`src/rtl/fpu_postproc_sched.sv`:
```
// Scheduler for the shared FP post-processing unit: arbitrates between the
// pipelined M-stage op and a one-entry divsqrt result buffer, and keeps the
// sticky fflags register.

package fpu_postproc_pkg;
  typedef struct packed {
    int unsigned NF;  // exception flag count {NV,DZ,OF,UF,NX}
  } cvw_t;
  localparam cvw_t CVW_DEFAULT = '{NF: 5};
endpackage

module fpu_postproc_sched #(
  parameter fpu_postproc_pkg::cvw_t P = fpu_postproc_pkg::CVW_DEFAULT,
  parameter int MAXWAIT = 3
) (
  input  logic            clk,
  input  logic            reset,
  input  logic            PipeValidM,
  input  logic            StallM,
  input  logic            FlushM,
  input  logic            DivDone,
  input  logic            DivFlush,
  input  logic [P.NF-1:0] PostProcFlg,
  input  logic            CSRFlagWe,
  input  logic [P.NF-1:0] CSRFlagWd,
  output logic            DivReady,
  output logic            PostProcSel,
  output logic            PipeGrant,
  output logic            DivGrant,
  output logic            SchedStallM,
  output logic            ResValid,
  output logic [P.NF-1:0] FFlags
);

  localparam int CW = $clog2(MAXWAIT + 1);
  localparam logic [CW-1:0] MaxCnt = CW'(MAXWAIT);

  typedef enum logic {EMPTY = 1'b0, HELD = 1'b1} divState_t;

  divState_t       state, stateNext;
  logic [CW-1:0]   WaitCnt, waitCntNext;
  logic [P.NF-1:0] fflagsNext;
  logic            PipeReq, DivPending;

  // Arbitration: the pipe normally wins, but a divsqrt result that has lost
  // MAXWAIT times in a row is forced through and the pipe op stalls.
  always_comb begin
    PipeReq     = PipeValidM & ~StallM & ~FlushM;
    DivPending  = (state == HELD);
    DivReady    = ~DivPending;
    DivGrant    = DivPending & ~DivFlush & (~PipeReq | (WaitCnt == MaxCnt));
    PipeGrant   = PipeReq & ~DivGrant;
    SchedStallM = PipeReq & DivGrant;
    PostProcSel = DivGrant;
    ResValid    = PipeGrant | DivGrant;
  end

  // Buffer next state and starvation counter; flush beats a same-cycle done,
  // and a done while HELD is ignored so the held result is never replaced.
  always_comb begin
    stateNext   = state;
    waitCntNext = WaitCnt;
    if (DivFlush) begin
      stateNext   = EMPTY;
      waitCntNext = '0;
    end else begin
      case (state)
        EMPTY: begin
          if (DivDone) begin
            stateNext   = HELD;
            waitCntNext = '0;
          end
        end
        HELD: begin
          if (DivGrant) begin
            stateNext   = EMPTY;
            waitCntNext = '0;
          end else if (WaitCnt != MaxCnt) begin
            waitCntNext = WaitCnt + 1'b1;
          end
        end
        default: begin
          stateNext   = EMPTY;
          waitCntNext = '0;
        end
      endcase
    end
  end

  // Sticky flags: a CSR write replaces the register, but the granted op is
  // younger than the CSR write, so its flags are merged on top.
  always_comb begin
    fflagsNext = FFlags;
    if (CSRFlagWe)     fflagsNext = CSRFlagWd | (ResValid ? PostProcFlg : '0);
    else if (ResValid) fflagsNext = FFlags | PostProcFlg;
  end

  // State registers with synchronous reset.
  always_ff @(posedge clk) begin
    if (reset) begin
      state   <= EMPTY;
      WaitCnt <= '0;
      FFlags  <= '0;
    end else begin
      state   <= stateNext;
      WaitCnt <= waitCntNext;
      FFlags  <= fflagsNext;
    end
  end

endmodule

```
`config.mk`:
```
export PLATFORM = sky130hd
export DESIGN_NAME = fpu_postproc_sched
export DESIGN_NICKNAME = d
export VERILOG_FILES = /design/src/rtl/fpu_postproc_sched.sv
export SDC_FILE = /design/constraint.sdc
export NUM_CORES = 1
export LEC_CHECK = 0
export ABC_AREA = 0
export CAP_MARGIN = 30
export CORE_AREA = 2 2 39 41
export DETAILED_ROUTE_END_ITERATION = 6
export DIE_AREA = 0 0 41 43
export GPL_ROUTABILITY_DRIVEN = 0
export PLACE_DENSITY = 0.74
export SLEW_MARGIN = 20
export SYNTH_ARGS = -nofsm -noshare
export SYNTH_HDL_FRONTEND = slang
export SYNTH_SLANG_ARGS = --single-unit
```
`constraint.sdc`:
```
create_clock -name clk -period 3.3 [get_ports clk]
set_input_delay 0.495 -clock clk [delete_from_list [all_inputs] [get_ports clk]]
set_output_delay 0.495 -clock clk [all_outputs]
set_load 0.02 [all_outputs]
```
Word-level counts from Yosys, hierarchy flattened
Index checks and enable logic that the tools add are counted.
{"block": "totals", "wordCells": 37, "in_bits": 18, "regBits": 8, "output_inout_bits": 11}
{"block": "op_classes", "eq_ne": 4, "mux": 10, "n_reduce_logical": 3, "bitwise_logic": 16, "add_sub_neg": 1}
{"op": "5-bit two-way mux", "n": 3}
{"op": "5-bit OR", "n": 2}
{"op": "1-bit AND", "n": 6}
{"op": "2-bit two-way mux", "n": 3}
{"op": "1-bit inverter", "n": 6}
{"op": "2-bit != test (second input constant)", "n": 2}
{"op": "2-bit one-hot mux with 2 select lines", "n": 1}
{"op": "3-bit by 2-bit != test with 1-bit output (second input constant)", "n": 1}
{"op": "2-bit by 1-bit adder with 2-bit output (second input constant)", "n": 1}
{"op": "2-bit == test (second input constant)", "n": 1}
{"op": "1-bit two-way mux", "n": 2}
{"op": "1-bit OR", "n": 2}
{"op": "1-bit one-hot mux with 2 select lines", "n": 1}
{"op": "2-bit AND reduction", "n": 1}
{"op": "2-bit nonzero test", "n": 1}
{"op": "2-bit OR reduction", "n": 1}

Longest topological paths before layout
{"block": "logic_depth", "word_depth": 12, "depth_mapped": 4, "depth_no_buf": 4}

Least setup slack after synthesis
OpenSTA, ideal clock, no wires.
{"block": "synth_timing", "path_type": "input port to output port", "from": "input port PipeValidM", "to": "output port PostProcSel", "setup_slack_ps": 1415, "arrival_time_ps": 1390, "n_path_buf": 1, "path_stages": 3, "t_required_ps": 2805, "cell_sequence": "nor4b_4 > nor3_1 > buf_4"}
{"block": "synth_via", "elab_chain_len": 5}
{"item": "start, declared", "line_no": "18", "source": "input logic PipeValidM,"}
{"item": "1-bit AND (2 in a row)", "line_no": "48", "source": "PipeReq = PipeValidM & ~StallM & ~FlushM;"}
{"item": "1-bit inverter", "line_no": "51", "source": "DivGrant = DivPending & ~DivFlush & (~PipeReq | (WaitCnt == MaxCnt));"}
{"item": "1-bit OR", "line_no": "51"}
{"item": "1-bit AND", "line_no": "51"}
{"item": "end, declared", "line_no": "27", "source": "output logic PostProcSel,"}
Every way passes these cells.

Final worst setup path
{"block": "layout_timing", "from": "input port FlushM", "to": "output port PipeGrant"}
{"block": "layout_via", "elab_chain_len": 7}
{"item": "start, declared", "line_no": "20", "source": "input logic FlushM,"}
{"item": "1-bit inverter *", "line_no": "48"}
{"item": "1-bit AND *", "line_no": "48"}
{"item": "1-bit inverter", "line_no": "51"}
{"item": "1-bit OR", "line_no": "51"}
{"item": "1-bit AND", "line_no": "51"}
{"item": "1-bit inverter", "line_no": "52", "source": "PipeGrant = PipeReq & ~DivGrant;"}
{"item": "1-bit AND *", "line_no": "52"}
{"item": "end, declared", "line_no": "28", "source": "output logic PipeGrant,"}
Every way passes the cells marked *; elsewhere a longest branch is shown, timed or not.

==> run summary <==
## STA
* 0.326 ns — Worst Tran Pin Value
* 0 — number of setup violations in the final report
* 377 MHz — f_max
* 0 — Max Slew Vio Count
* 0.803 — ratio of final minimum period to clock period
* no — unrepaired setup endpoints after global routing
* 0.782 — Max transition margin
* 2.65 ns — minimum period implied by the final worst setup slack
* 0.650 ns — worst path setup slack after routing
* 0 — Final Hold Viols
* 0 ns — setup total negative slack
* 0.00127 ns — setup skew after layout

## Synthesis
* 0.0292 — adder-cell share of the synthesized area
* 62 — net count after synthesis
* 9.95 µm² — per-instance average area after synthesis
* dfxtp_1, mux2i_1, a21oi_1, o21ai_1 — top cell types by occurrence after synthesis
* simple AND/OR/NAND/NOR gates — largest family of logic cells by synthesized area
* dfxtp_1 — Synth area leader
* dfxtp_1, mux2i_1, a21oi_1 — top post-synthesis cells by area
* 0.374 — share of the synthesized area in the top cell type
* 8 — Seq cells post-synth
* 0.374 — proportion of synthesized chip area in sequential cells
* 0 — Synth Area in XOR/XNOR
* dfxtp_1 — most frequent cell after synthesis
* dfxtp_1 — top_reg_cell synth
* 0 — Warnings, synthesis
* 20 — count of different cell masters after synthesis
* 0.140 — fraction of synthesized area in multiplexers
* 0.240 — simple logic cell fraction of the synthesized area
* 43 — synthesized instance count
* 428 µm² — mapped cell area
* 0.173 — complex-gate fraction of the synthesized area
* 0 — share of async-settable or async-resettable flops after synthesis
* 0 — Post-synth EDFFs

## Run status
* finished, final reports clean — result of the run

## Finish
* 0 — number of inserted diodes
* 87 — number of non-filler instances in the completed layout
* 0.532 — fraction of the core area covered by cells at the end of the flow
* 71.9% — layout overhead on the synthesized area
* 137 — FILL cells
* 0.0986 — fraction of layout cells with a size suffix above 1
* 92 — number of nets at the end of the flow

## Detailed routing
* met3 — highest metal used
* 508 µm — met2 wire length
* 369 µm — wire length on met1
* 1.06 mm — wire length reported by the detailed router
* 0 — Routed Antenna Nets
* 1 — DR pass1 iterations
* 0 — initial drt markers
* 12.2 µm — detail-routed net length per standard cell
* 0 — final routed DRC violation total
* 185 µm — amount of wire on met3 after detailed routing
* 407 — vias after detailed routing
* 4.68 — via density per instance

## Global route
* 390 — vias in the first global route
* 0 — initial antenna violation count
* 0 — Congestion Overflow GR
* 0.129 — Global Route Usage Sum
* 9 — maximum number of pins on one net before global-route repair
* 1.50 mm — wire length of the first global-routing pass

## Clock network
* 0.25 ns — clock latency on the worst-skew pair
* clkbuf_4 — buffer cell driving the clock tree root
* 0 — post-CTS setup buffer count
* yes — TritonCTS clock tree
* 0 — number of buffers added to fix hold violations after cts
* 0.05 ns — clock transition at the register clock pins on the worst setup and hold paths after CTS
* 8 — clk sinks
* 1 — htree depth
* 3 — clock buffer count from CTS
* 0 — Resized cells post-CTS
* 2 — number of buffers between clock root and the deepest sink

## Placement
* 910 µm — post-detailed-placement half-perimeter wirelength
* 0.641 ns — Post-Place Setup Slack
* 28 — Port Buffer Count
* 84 — Post-Place Cells

## Setup path
* 8 — Max FO, Critical Path
* output pin — CP endpoint kind
* 4 — FF-to-FF path depth
* 2.04 ns — FF-to-FF setup slack
* in -> out — critical path class
* 2.15 ns — critical path data arrival time
* WaitCnt[1] — RR Endpoint
* WaitCnt[0] — worst reg2reg startpoint
* input port — startpoint kind of the worst setup timing path
* 2.80 ns — required time of the worst setup path

## Die
* 14 — # rows
* 43 µm — DIE HEIGHT
* 0.00138 mm² — placeable core region
* 0.309 — Initial Util
* 0.00176 mm² — floorplan die area
* 41 µm — chip width
* 29 — I/O pin count

## Worst hold path
* 2 — worst hold stages
* FFlags[0] — Worst Hold End
* reg -> reg — worst min-delay path category
* FFlags[0] — startpoint of the worst hold path

## Pwr
* 0.286 nW — leakage power total
* 0.000154 V — Max VDD drop
* 329 mW/mm² — power density of the placed cells

## Flow run
* 0 — number of max-cap violations

area by class of cell:
cell class | instances | area, µm² | area share
timing repair buffer | 28 | 280 | 0.381
multi-input combinational | 31 | 249 | 0.338
sequential | 8 | 160 | 0.218
clock buffer | 3 | 22.5 | 0.0306
tap | 16 | 20.0 | 0.0272
inverter | 1 | 3.75 | 0.00510
kinds of logic (layout without fill, tap and decap cells):
logic type	count (synthesis)	in the layout
fa+ha+maj	1	1
compound gates	13	13
buf+inv	4	32
flops	8	8
simple gates	11	11
mux	6	6
layer usage:
layer  track usage  up-vias
met5             0        -
met4        0.0800        0
met3        0.0524        0
met2         0.213       23
met1         0.123      169
li1              -      215
registers in the layout, summed over array words and instances (netlist names):
register / flops
DivPending: 1
FFlags: 5
WaitCnt: 2
worst max-delay path: stages:
cell and delay (ns):
clkdlybuf4s50_1 0.49, nor3b_4 0.34, a21boi_1 0.21, clkdlybuf4s50_1 0.62
layout by cell type, fill, tap and decap left out:
cell type,netlist,layout
clkdlybuf4s50_1,0,28
dfxtp_1,8,8
mux2i_1,6,6
o21ai_1,5,5
a21oi_1,5,5
clkbuf_4,0,3
nor3_1,2,2
nor3_2,2,2
nor3b_4,1,1
and2b_1,1,1
or2_1,1,1
inv_1,1,1
nor4b_4,1,1
a21boi_1,1,1
and3_1,1,1
nor2_1,1,1
a32oi_1,1,1
nor2b_1,1,1
a22oi_1,1,1
ha_1,1,1
report_power, final:
part | switching (mW) | leakage (nW) | internal [mW]
Clock | 0.0308 | 0.0138 | 0.0415
Sequential | 0.00304 | 0.0658 | 0.102
Combinational | 0.0262 | 0.206 | 0.0384
Total | 0.0600 | 0.286 | 0.182
through the flow:
step           cell area, µm²  total power, mW  hold slack [ns]
2_1_floorplan             428            0.134            0.492
3_3_place_gp              713            0.171            0.511
3_5_place_dp              713            0.172            0.519
4_1_cts                   736            0.248            0.533
5_1_grt                   736            0.256            0.546
6_report                  736            0.242            0.526
how the worst max path moves through the flow:
stage | startpoint | end | slack, ns | cells after the start
floorplan | PipeValidM | PostProcSel | 1.42 | 3
global placement | FlushM | PipeGrant | 0.65 | 4
detailed placement | FlushM | PipeGrant | 0.64 | 4
CTS | FlushM | PipeGrant | 0.64 | 4
global route | FlushM | PipeGrant | 0.56 | 4
finish | FlushM | PipeGrant | 0.65 | 4
Power figures use the tool's default switching activity.
